===== config.mk =====
export PLATFORM = sky130hd
export DESIGN_NAME = prog_uart_rx
export DESIGN_NICKNAME = d
export VERILOG_FILES = /design/src/rtl/prog_uart_pkg.sv /design/src/rtl/prog_uart_fifo.sv /design/src/rtl/prog_uart_rx.sv
export SDC_FILE = /design/constraint.sdc
export NUM_CORES = 1
export LEC_CHECK = 0
export ABC_AREA = 1
export BUFFER_PORTS_ARGS = -buffer_cell sky130_fd_sc_hd__buf_2
export CORE_ASPECT_RATIO = 0.5
export CORE_MARGIN = 2
export CORE_UTILIZATION = 35
export DETAILED_ROUTE_END_ITERATION = 16
export PLACE_DENSITY_LB_ADDON = 0.25
export SYNTH_ARGS = -nofsm -noshare
export SYNTH_HDL_FRONTEND = slang
export SYNTH_SLANG_ARGS = --single-unit

===== constraint.sdc =====
create_clock -name clk_i -period 4.15 [get_ports clk_i]
set_clock_uncertainty 0.2 [all_clocks]
set_input_delay 0.415 -clock clk_i [delete_from_list [all_inputs] [get_ports clk_i]]
set_output_delay 0.415 -clock clk_i [all_outputs]
set_load 0.1 [all_outputs]

===== src/rtl/prog_uart_pkg.sv =====
// Shared types and helpers for the programming-port UART receiver.
package prog_uart_pkg;

    typedef enum logic [2:0] {
        IDLE  = 3'd0,
        START = 3'd1,
        DATA  = 3'd2,
        STOP  = 3'd3,
        BREAK = 3'd4
    } rx_state_e;

    localparam logic [31:0] UART_EMPTY_WORD = 32'hFFFF_FFFF;

    function automatic int baud_div(input int clk, input int baud);
        return clk / baud;
    endfunction

endpackage


===== src/rtl/prog_uart_fifo.sv =====
// Byte FIFO for received UART data; a pop on empty is ignored, a push on full
// lands only when a pop frees the slot on the same edge.
module prog_uart_fifo #(
    parameter int DEPTH = 16
) (
    input  logic                     clk_i,
    input  logic                     rst_i,
    input  logic                     push_i,
    input  logic [7:0]               wr_data_i,
    input  logic                     pop_i,
    output logic [7:0]               rd_data_o,
    output logic                     full_o,
    output logic                     empty_o,
    output logic [$clog2(DEPTH):0]   level_o
);

    localparam int AW = $clog2(DEPTH);
    localparam logic [AW:0] FULL_COUNT = (AW+1)'(DEPTH);

    logic [7:0]    mem [DEPTH];
    logic [AW-1:0] wr_ptr;
    logic [AW-1:0] rd_ptr;
    logic [AW:0]   count;
    logic          do_push;
    logic          do_pop;

    assign empty_o   = (count == '0);
    assign full_o    = (count == FULL_COUNT);
    assign do_pop    = pop_i && !empty_o;
    assign do_push   = push_i && (!full_o || do_pop);
    assign rd_data_o = mem[rd_ptr];
    assign level_o   = count;

    // NOTE: the storage array has no reset; pointers and count alone define which entries are valid.
    always_ff @(posedge clk_i) begin
        if (do_push) begin
            mem[wr_ptr] <= wr_data_i;
        end
    end

    // NOTE: sequential state uses <= so every flop samples the pre-edge values.
    always_ff @(posedge clk_i or posedge rst_i) begin
        if (rst_i) begin
            wr_ptr <= '0;
            rd_ptr <= '0;
            count  <= '0;
        end else begin
            if (do_push) wr_ptr <= wr_ptr + 1'b1;
            if (do_pop)  rd_ptr <= rd_ptr + 1'b1;
            case ({do_push, do_pop})
                2'b10:   count <= count + 1'b1;
                2'b01:   count <= count - 1'b1;
                default: count <= count;
            endcase
        end
    end

endmodule


===== src/rtl/prog_uart_rx.sv =====
// 8N1 receiver feeding a byte FIFO with a poll-style read port that returns
// all-ones when empty, for the RAM UART programmer.
module prog_uart_rx
    import prog_uart_pkg::*;
#(
    parameter int CLK_FREQ   = 100_000_000,
    parameter int BAUD_RATE  = 9600,
    parameter int FIFO_DEPTH = 16
) (
    input  logic                          clk_i,
    input  logic                          rst_i,
    input  logic                          rx_i,
    input  logic                          rd_en_i,
    output logic [31:0]                   rd_data_o,
    input  logic                          clr_i,
    output logic                          overflow_o,
    output logic                          frame_err_o,
    output logic [$clog2(FIFO_DEPTH):0]   level_o
);

    localparam int DIV = baud_div(CLK_FREQ, BAUD_RATE);
    localparam int CW  = $clog2(DIV);
    localparam logic [CW-1:0] HALF_LOAD = CW'(DIV / 2 - 1);
    localparam logic [CW-1:0] FULL_LOAD = CW'(DIV - 1);

    localparam logic [2:0] S_IDLE  = IDLE;
    localparam logic [2:0] S_START = START;
    localparam logic [2:0] S_DATA  = DATA;
    localparam logic [2:0] S_STOP  = STOP;
    localparam logic [2:0] S_BREAK = BREAK;

    logic [1:0]    sync_q;
    logic          rxs;
    logic [2:0]    state_q;
    logic [CW-1:0] cnt_q;
    logic [2:0]    bit_idx_q;
    logic [7:0]    shift_q;
    logic          expire;
    logic          push;
    logic          fe_set;
    logic          ovf_set;
    logic [7:0]    head;
    logic          fifo_full;
    logic          fifo_empty;

    // Reset to the idle level so leaving reset never looks like a start edge.
    always_ff @(posedge clk_i or posedge rst_i) begin
        if (rst_i) sync_q <= 2'b11;
        else       sync_q <= {sync_q[0], rx_i};
    end
    assign rxs    = sync_q[1];
    assign expire = (cnt_q == '0);

    always_ff @(posedge clk_i or posedge rst_i) begin
        if (rst_i) begin
            state_q   <= S_IDLE;
            cnt_q     <= '0;
            bit_idx_q <= '0;
            shift_q   <= '0;
        end else begin
            case (state_q)
                S_IDLE: if (!rxs) begin
                    state_q <= S_START;
                    cnt_q   <= HALF_LOAD;
                end
                S_START: if (!expire) begin
                    cnt_q <= cnt_q - 1'b1;
                end else if (rxs) begin
                    state_q <= S_IDLE;
                end else begin
                    state_q   <= S_DATA;
                    cnt_q     <= FULL_LOAD;
                    bit_idx_q <= '0;
                end
                S_DATA: if (!expire) begin
                    cnt_q <= cnt_q - 1'b1;
                end else begin
                    shift_q[bit_idx_q] <= rxs;
                    cnt_q              <= FULL_LOAD;
                    if (bit_idx_q == 3'd7) state_q <= S_STOP;
                    else                   bit_idx_q <= bit_idx_q + 1'b1;
                end
                S_STOP: if (!expire) begin
                    cnt_q <= cnt_q - 1'b1;
                end else begin
                    state_q <= rxs ? S_IDLE : S_BREAK;
                end
                // A held-low line must return high before another start is accepted.
                S_BREAK: if (rxs) state_q <= S_IDLE;
                default: state_q <= S_IDLE;
            endcase
        end
    end

    // NOTE: every always_comb output gets a default first so no path infers a latch.
    always_comb begin
        push   = 1'b0;
        fe_set = 1'b0;
        if (state_q == S_STOP && expire) begin
            push   = rxs;
            fe_set = !rxs;
        end
    end

    assign ovf_set = push && fifo_full && !rd_en_i;

    prog_uart_fifo #(
        .DEPTH (FIFO_DEPTH)
    ) u_fifo (
        .clk_i     (clk_i),
        .rst_i     (rst_i),
        .push_i    (push),
        .wr_data_i (shift_q),
        .pop_i     (rd_en_i),
        .rd_data_o (head),
        .full_o    (fifo_full),
        .empty_o   (fifo_empty),
        .level_o   (level_o)
    );

    assign rd_data_o = fifo_empty ? UART_EMPTY_WORD : {24'h0, head};

    // Set events take priority over a coincident clear.
    always_ff @(posedge clk_i or posedge rst_i) begin
        if (rst_i) begin
            overflow_o  <= 1'b0;
            frame_err_o <= 1'b0;
        end else begin
            overflow_o  <= ovf_set | (overflow_o  & ~clr_i);
            frame_err_o <= fe_set  | (frame_err_o & ~clr_i);
        end
    end

endmodule

**Yosys cells after proc, flatten, opt, wreduce, memory -nomap -nowiden**

Memory sizes are Yosys's and may differ from the RTL's.
Index checks and enable logic that the tools add are counted.

- Add/subtract/negate cells: 6
- Multiply operators: 0
- Divide/modulo/power cells: 0
- Order comparisons: 2
- Eq/ne operators: 18
- Shift operators: 0
- Muxes and demuxes: 29
- Bitwise gates (word level): 5
- Reductions and logical operators: 21

Operators with widths:

| operator | count |
|---|---|
| $mux 14 | 5 |
| $pmux 14 s4 | 1 |
| $mux 3 | 11 |
| $mux 32 | 1 |
| $ne 2x2->1 const B | 9 |
| $pmux 3 s5 | 1 |
| $logic_not 14->1 | 1 |
| $sub 14x1->14 const B | 1 |
| $pmux 5 s2 | 1 |
| $add 4x1->4 const B | 2 |
| $bwmux 8 | 1 |
| $eq 3x2->1 const B | 2 |
| $eq 3x3->1 const B | 2 |
| $logic_and 1x1->1 | 6 |
| $pmux 3 s2 | 1 |
| $reduce_and 6->1 | 1 |
| $add 5x1->5 const B | 1 |
| $eq 5x5->1 const B | 1 |
| $logic_not 5->1 | 1 |
| $mux 1 | 5 |
| $reduce_and 5->1 | 1 |
| $sub 5x1->5 const B | 1 |
| $logic_not 1->1 | 4 |
| $lt 3x4->1 const B | 1 |
| 17 further kinds | 20 |

- Flip-flop bits (word level): 45
- Bits in latches: 0
- Memory bits (writable): 128
- ROM bits: 0
- Output and inout bits: 39
- Memories kept: 1

Memories:

| name | words | width | read ports | clocked after Yosys merged registers in | wr ports | RTL line | source |
|---|---|---|---|---|---|---|---|
| u_fifo.mem | 16 | 8 | 1 | 0 | 1 | prog_uart_fifo.sv:20 | `logic [7:0] mem [DEPTH];` |

**Longest topological paths before layout**

- Word-level depth: 7
- Gate-level depth with buffers: 18
- Gate-level depth less buffers: 18

**Cells and area by module**

A second synthesis with hierarchy kept.

- Cell total of the unflattened synthesis: 765
- Area total of the unflattened synthesis: 8,011.4 um2

By module, submodules not included:

| module | instances | cells an instance | area an instance (um2) | seq. area each (um2) |
|---|---|---|---|---|
| prog_uart_fifo | 1 | 480 | 5,934.4 | 4,169.0 |
| prog_uart_rx | 1 | 285 | 2,077.0 | 803.3 |

**Least setup slack after synthesis**

Ideal clock, no wire load.

- Path kind: reg-to-reg
- Start point: register u_fifo.count[1], in the netlist u_fifo.level_o[1]
- End point: register u_fifo.count[4], in the netlist u_fifo.level_o[4]
- Setup time: 0.128 ns
- Arrival: 3.393 ns
- Data required time: 3.822 ns
- Setup slack: 0.429 ns
- Cell stages (with the launch flop): 18
- Clock period less this slack: 3.721 ns
- Cells stage by stage: dfrtp_1 -> nor2_1 -> nand2_1 -> nor2_1 -> inv_2 -> nand2_1 -> inv_2 -> ha_1 -> xor2_1 -> ha_1 -> inv_1 -> nand2_1 -> nand3_1 -> nand2_1 -> nand2_1 -> nand2_1 -> nand2_1 -> o21ai_0

- Cells in the longest elaborated chain, start to end: 7
- Elaborated cells between the ends (all ways): 13
- Classes of those cells: add/sub (2); eq/ne (3); mux (1); reduce/logical (7)

RTL lines:

| item | RTL line | source |
|---|---|---|
| start, declared | prog_uart_fifo.sv:23 | `logic [AW:0] count;` |
| start signal, assigned | prog_uart_fifo.sv:51 | `2'b10: count <= count + 1'b1;` |
| start signal, assigned | prog_uart_fifo.sv:52 | `2'b01: count <= count - 1'b1;` |
| start signal, assigned | prog_uart_fifo.sv:53 | `default: count <= count;` |
| $logic_not 5->1 (*) | prog_uart_fifo.sv:27 | `assign empty_o = (count == '0);` |
| net fifo_empty | prog_uart_rx.sv:44 | `logic fifo_empty;` |
| $logic_not 1->1 (*) | prog_uart_fifo.sv:29 | `assign do_pop = pop_i && !empty_o;` |
| $logic_and 1x1->1 (*) | prog_uart_fifo.sv:29 |  |
| net u_fifo.do_pop | prog_uart_fifo.sv:25 | `logic do_pop;` |
| $logic_or 1x1->1 | prog_uart_fifo.sv:30 | `assign do_push = push_i && (!full_o \|\| do_pop);` |
| $logic_and 1x1->1 | prog_uart_fifo.sv:30 |  |
| $eq 2x1->1 / $eq 2x2->1 (equally long branches) | prog_uart_fifo.sv:50 | `case ({do_push, do_pop})` |
| $pmux 5 s2 / $reduce_bool 2->1 (equally long branches) | n/a |  |

The timed path passes the listed nets; every way through them passes the cells marked *.
A chain may end at the register's enable or synchronous reset.

**Worst setup path after layout**

- Start point: register u_fifo.rd_ptr[0]
- End point: output port rd_data_o[3]

- Cells in the longest elaborated chain, start to end: 2

RTL lines:

| item | RTL line | source |
|---|---|---|
| start, declared | prog_uart_fifo.sv:22 | `logic [AW-1:0] rd_ptr;` |
| start signal, assigned | prog_uart_fifo.sv:49 | `if (do_pop) rd_ptr <= rd_ptr + 1'b1;` |
| $mem_v2 16x8 | n/a |  |
| $mux 32 | prog_uart_rx.sv:121 | `assign rd_data_o = fifo_empty ? UART_EMPTY_WORD : {24'h0, head};` |
| end, declared | prog_uart_rx.sv:14 | `output logic [31:0] rd_data_o,` |

Every way passes these cells.

==> flow_metrics.tcl <==
set metrics [dict create \
    status "finished clean" \
    hold_path.class "in2reg" \
    track_usage 0.1531 \
    synth_edf_count 128 \
    cts-root-buf "clkbuf_16" \
    finalCritPeriodShare 0.8371 \
    die_w_um 217.5 \
    clkTransAtPathRegs_ns 0.07 \
    setup_tns_ns 0 \
    worstPathCellList "clkinv_1 > buf_12 > o21ai_0 > o211ai_1 > nand3_1 > nand3_1 > buf_2" \
    drt_wl_total_um 17560 \
    ir_worst_vdd_v 0.0007163 \
    worstSetupEndpointType "primary output" \
    setup.worst_path.start_class "flop" \
    grt.met3_usage 0.03155 \
    fin_crit_ns 3.474 \
    placed_cells 1081 \
    crit_top_cell "nand3_1" \
    grt_max_degree 66 \
    seq_area_frac_synth 0.6236 \
    arrival_ns 2.86 \
    antenna_found_initial 0 \
    rsz0062_at_grt "false" \
    ctsResizeCount 0 \
    synthesis.nets 798 \
    hold_violations 0 \
    cpMaxStageDelayCell "clkinv_1" \
    die_area_sq_mm 0.02408 \
    setup_viol_count_final 0 \
    ant_nets 0 \
    clk_path_buf_depth 2 \
    tightest_slew_ns 0.9310 \
    grt_use_met1 0.2239 \
    synth_seq_cells 173 \
    row_count 38 \
    cts_tree "built" \
    fmax_mhz 287.9 \
    stdcell_count 1116 \
    drive_gt1_frac 0.1348 \
    vias 5345 \
    first_pass_iters 5 \
    syn_area_sq_mm 0.007974 \
    drc 0 \
    dr.first_iter.drc_count 393 \
    slew_headroom 0.3755 \
    dpl.hpwl_um 11540 \
    coreArea_sq_mm 0.02201 \
    grt_first_pass_wirelength_um 28660 \
    start_util 0.3622 \
    io_pins 44 \
    area_growth_pct 12.60 \
    p_per_area_mw_per_mm2 713.8 \
    ys_types 33 \
    async_reset_ff_frac 0.2601 \
    path_buf_inv 3 \
    yosys_warnings 0 \
    cp_data_required_time_ns 3.53 \
    cts.sinks 173 \
    busiest_layer "met2" \
    post_drt_wl_per_cell_um 15.74 \
    grtUsageMet2 0.2248 \
    slew_violations 0 \
    viasPerCell 4.789 \
    maxCapViolCount 0 \
    cp_max_fo 34 \
    diodes 0 \
    syn_area_per_cell_sq_um 10.22 \
    io_buffers 43 \
    insertion_delay_ns 0.44 \
    grt-ovfl-total 0 \
    path_delay_family "buffers and inverters" \
    synthFlopType "edfxtp_1" \
    cts_made_buffers 17 \
    gp_congestion 0.8393 \
    path_class "reg2out" \
    max_stage_delay_ns 0.72 \
    cts_max_level 4 \
    grt_pass1_vias 5144 \
    leakagePower_nw 3.916 \
    fin_nets 821 \
    p_total_w 0.006409 \
    syn-instance-count 780 \
    die_y_um 110.7 \
]
==> flip-flops by register name (all words and copies together), names as in the netlist <==
| signal | cells |
|---|---|
| bit_idx_q | 3 |
| cnt_q | 14 |
| frame_err_o | 1 |
| overflow_o | 1 |
| shift_q | 8 |
| state_q | 3 |
| sync_q | 2 |
| u_fifo.level_o | 5 |
| u_fifo.mem | 128 |
| u_fifo.rd_ptr | 4 |
| u_fifo.wr_ptr | 4 |
==> cell type report <==
type                       instances  area, sq um
multi-input combinational        503         2511
sequential                       173         4975
tap                              300        375.4
timing repair buffer              53        322.8
inverter                          55        206.4
clock inverter                    15        162.7
clock buffer                      17        425.4
fill                            2078        13040
==> routing by layer <==
metal  part of all wire  routed length [um]  up-vias
li1                   -                   -     2689
met2               0.43                7599      105
met1               0.50                8841     2530
met5                  0                   0        -
met4              0.019                 326        0
met3              0.045                 795       21
==> logic make-up after synthesis <==
family                     count (synthesis)  share of synthesized area
AOI/OAI and AO/OA                        127                    0.09085
xor gates and xnor gates                  13                    0.01428
adders and majority gates                 13                    0.02040
buffers and inverters                    104                    0.06151
DFF                                      173                     0.6236
and+or+nand+nor                          350                     0.1894
==> report_power, final <==
group | total, W | switching [W] | leakage, nW | internal (W)
Sequential | 0.00197 | 0.0000804 | 2.05 | 0.00189
Combinational | 0.00286 | 0.00228 | 1.57 | 0.000585
Clock | 0.00158 | 0.000772 | 0.290 | 0.000808
==> tightest hold or removal path, cell delays in order <==
cell and delay (ns):
buf_2 0.12, nand2_1 0.13, xor2_1 0.08
==> Yosys cell counts, types with 9 or more instances <==
| library cell | number | area share |
|---|---|---|
| buf_4 | 24 | 0.023 |
| clkbuf_1 | 14 | 0.0066 |
| dfrtp_1 | 43 | 0.13 |
| edfxtp_1 | 128 | 0.48 |
| ha_1 | 13 | 0.020 |
| inv_1 | 47 | 0.022 |
| nand2_1 | 121 | 0.057 |
| nand3_1 | 54 | 0.034 |
| nor2_1 | 152 | 0.072 |
| o211ai_1 | 32 | 0.030 |
| o21ai_0 | 82 | 0.051 |
| xor2_1 | 9 | 0.0099 |
==> cells in the final DEF (no fill, tap or decap), drive strengths merged <==
cell,instances
o211ai,32
clkbuf,17
dlygate4sd3,3
inv,60
nand2,124
nand3,62
buf,50
nand3b,1
nor3,4
dfstp,2
edfxtp,128
a21oi,7
nor2,156
o21ai,86
o21bai,1
or2,1
xnor2,4
dfrtp,43
nand4,2
clkinv,10
a21boi,1
ha,13
xor2,9
==> per-stage QoR <==
| stage | hold WS, ns | setup slack [ns] | utilization | instance area [sq um] |
|---|---|---|---|---|
| floorplan | 0.1452 | 0.4288 | - | 7974 |
| global route | 0.1616 | 0.3693 | 0.4079 | 8979 |
| global placement | 0.1484 | 1.112 | 0.3798 | 8361 |
| CTS | 0.1380 | 0.5845 | 0.4079 | 8979 |
| finish | 0.1484 | 0.6760 | 0.4079 | 8979 |
| detailed placement | 0.1496 | 1.076 | 0.3798 | 8361 |
==> repair_timing <==
| item | CTS | global route |
|---|---|---|
| hold buffers | 3 | 0 |
| setup endpoints to repair | 0 | 0 |
| endpoints found under the hold margin | 24 | 0 |
| setup buffers | 0 | 0 |
==> worst paths after layout <==
path                                               from                       endpoint  slack (ns)  cells past startpoint
setup / recovery           u_fifo.rd_ptr[0]$_DFFE_PP0P_                   rd_data_o[3]        0.68                      7
hold / removal                                  rd_en_i   u_fifo.rd_ptr[0]$_DFFE_PP0P_        0.15                      3
setup reg to reg                   cnt_q[0]$_DFFE_PP0P_  u_fifo.level_o[4]$_DFFE_PP0P_        1.06                     17
hold reg to reg                     sync_q[0]$_DFF_PP1_            sync_q[1]$_DFF_PP1_        0.16                      0
max in group asynchronous                         rst_i   u_fifo.rd_ptr[0]$_DFFE_PP0P_        2.68                      4
min in group asynchronous                         rst_i           cnt_q[5]$_DFFE_PP0P_        0.35                      3
Power figures use the tool's default switching activity.
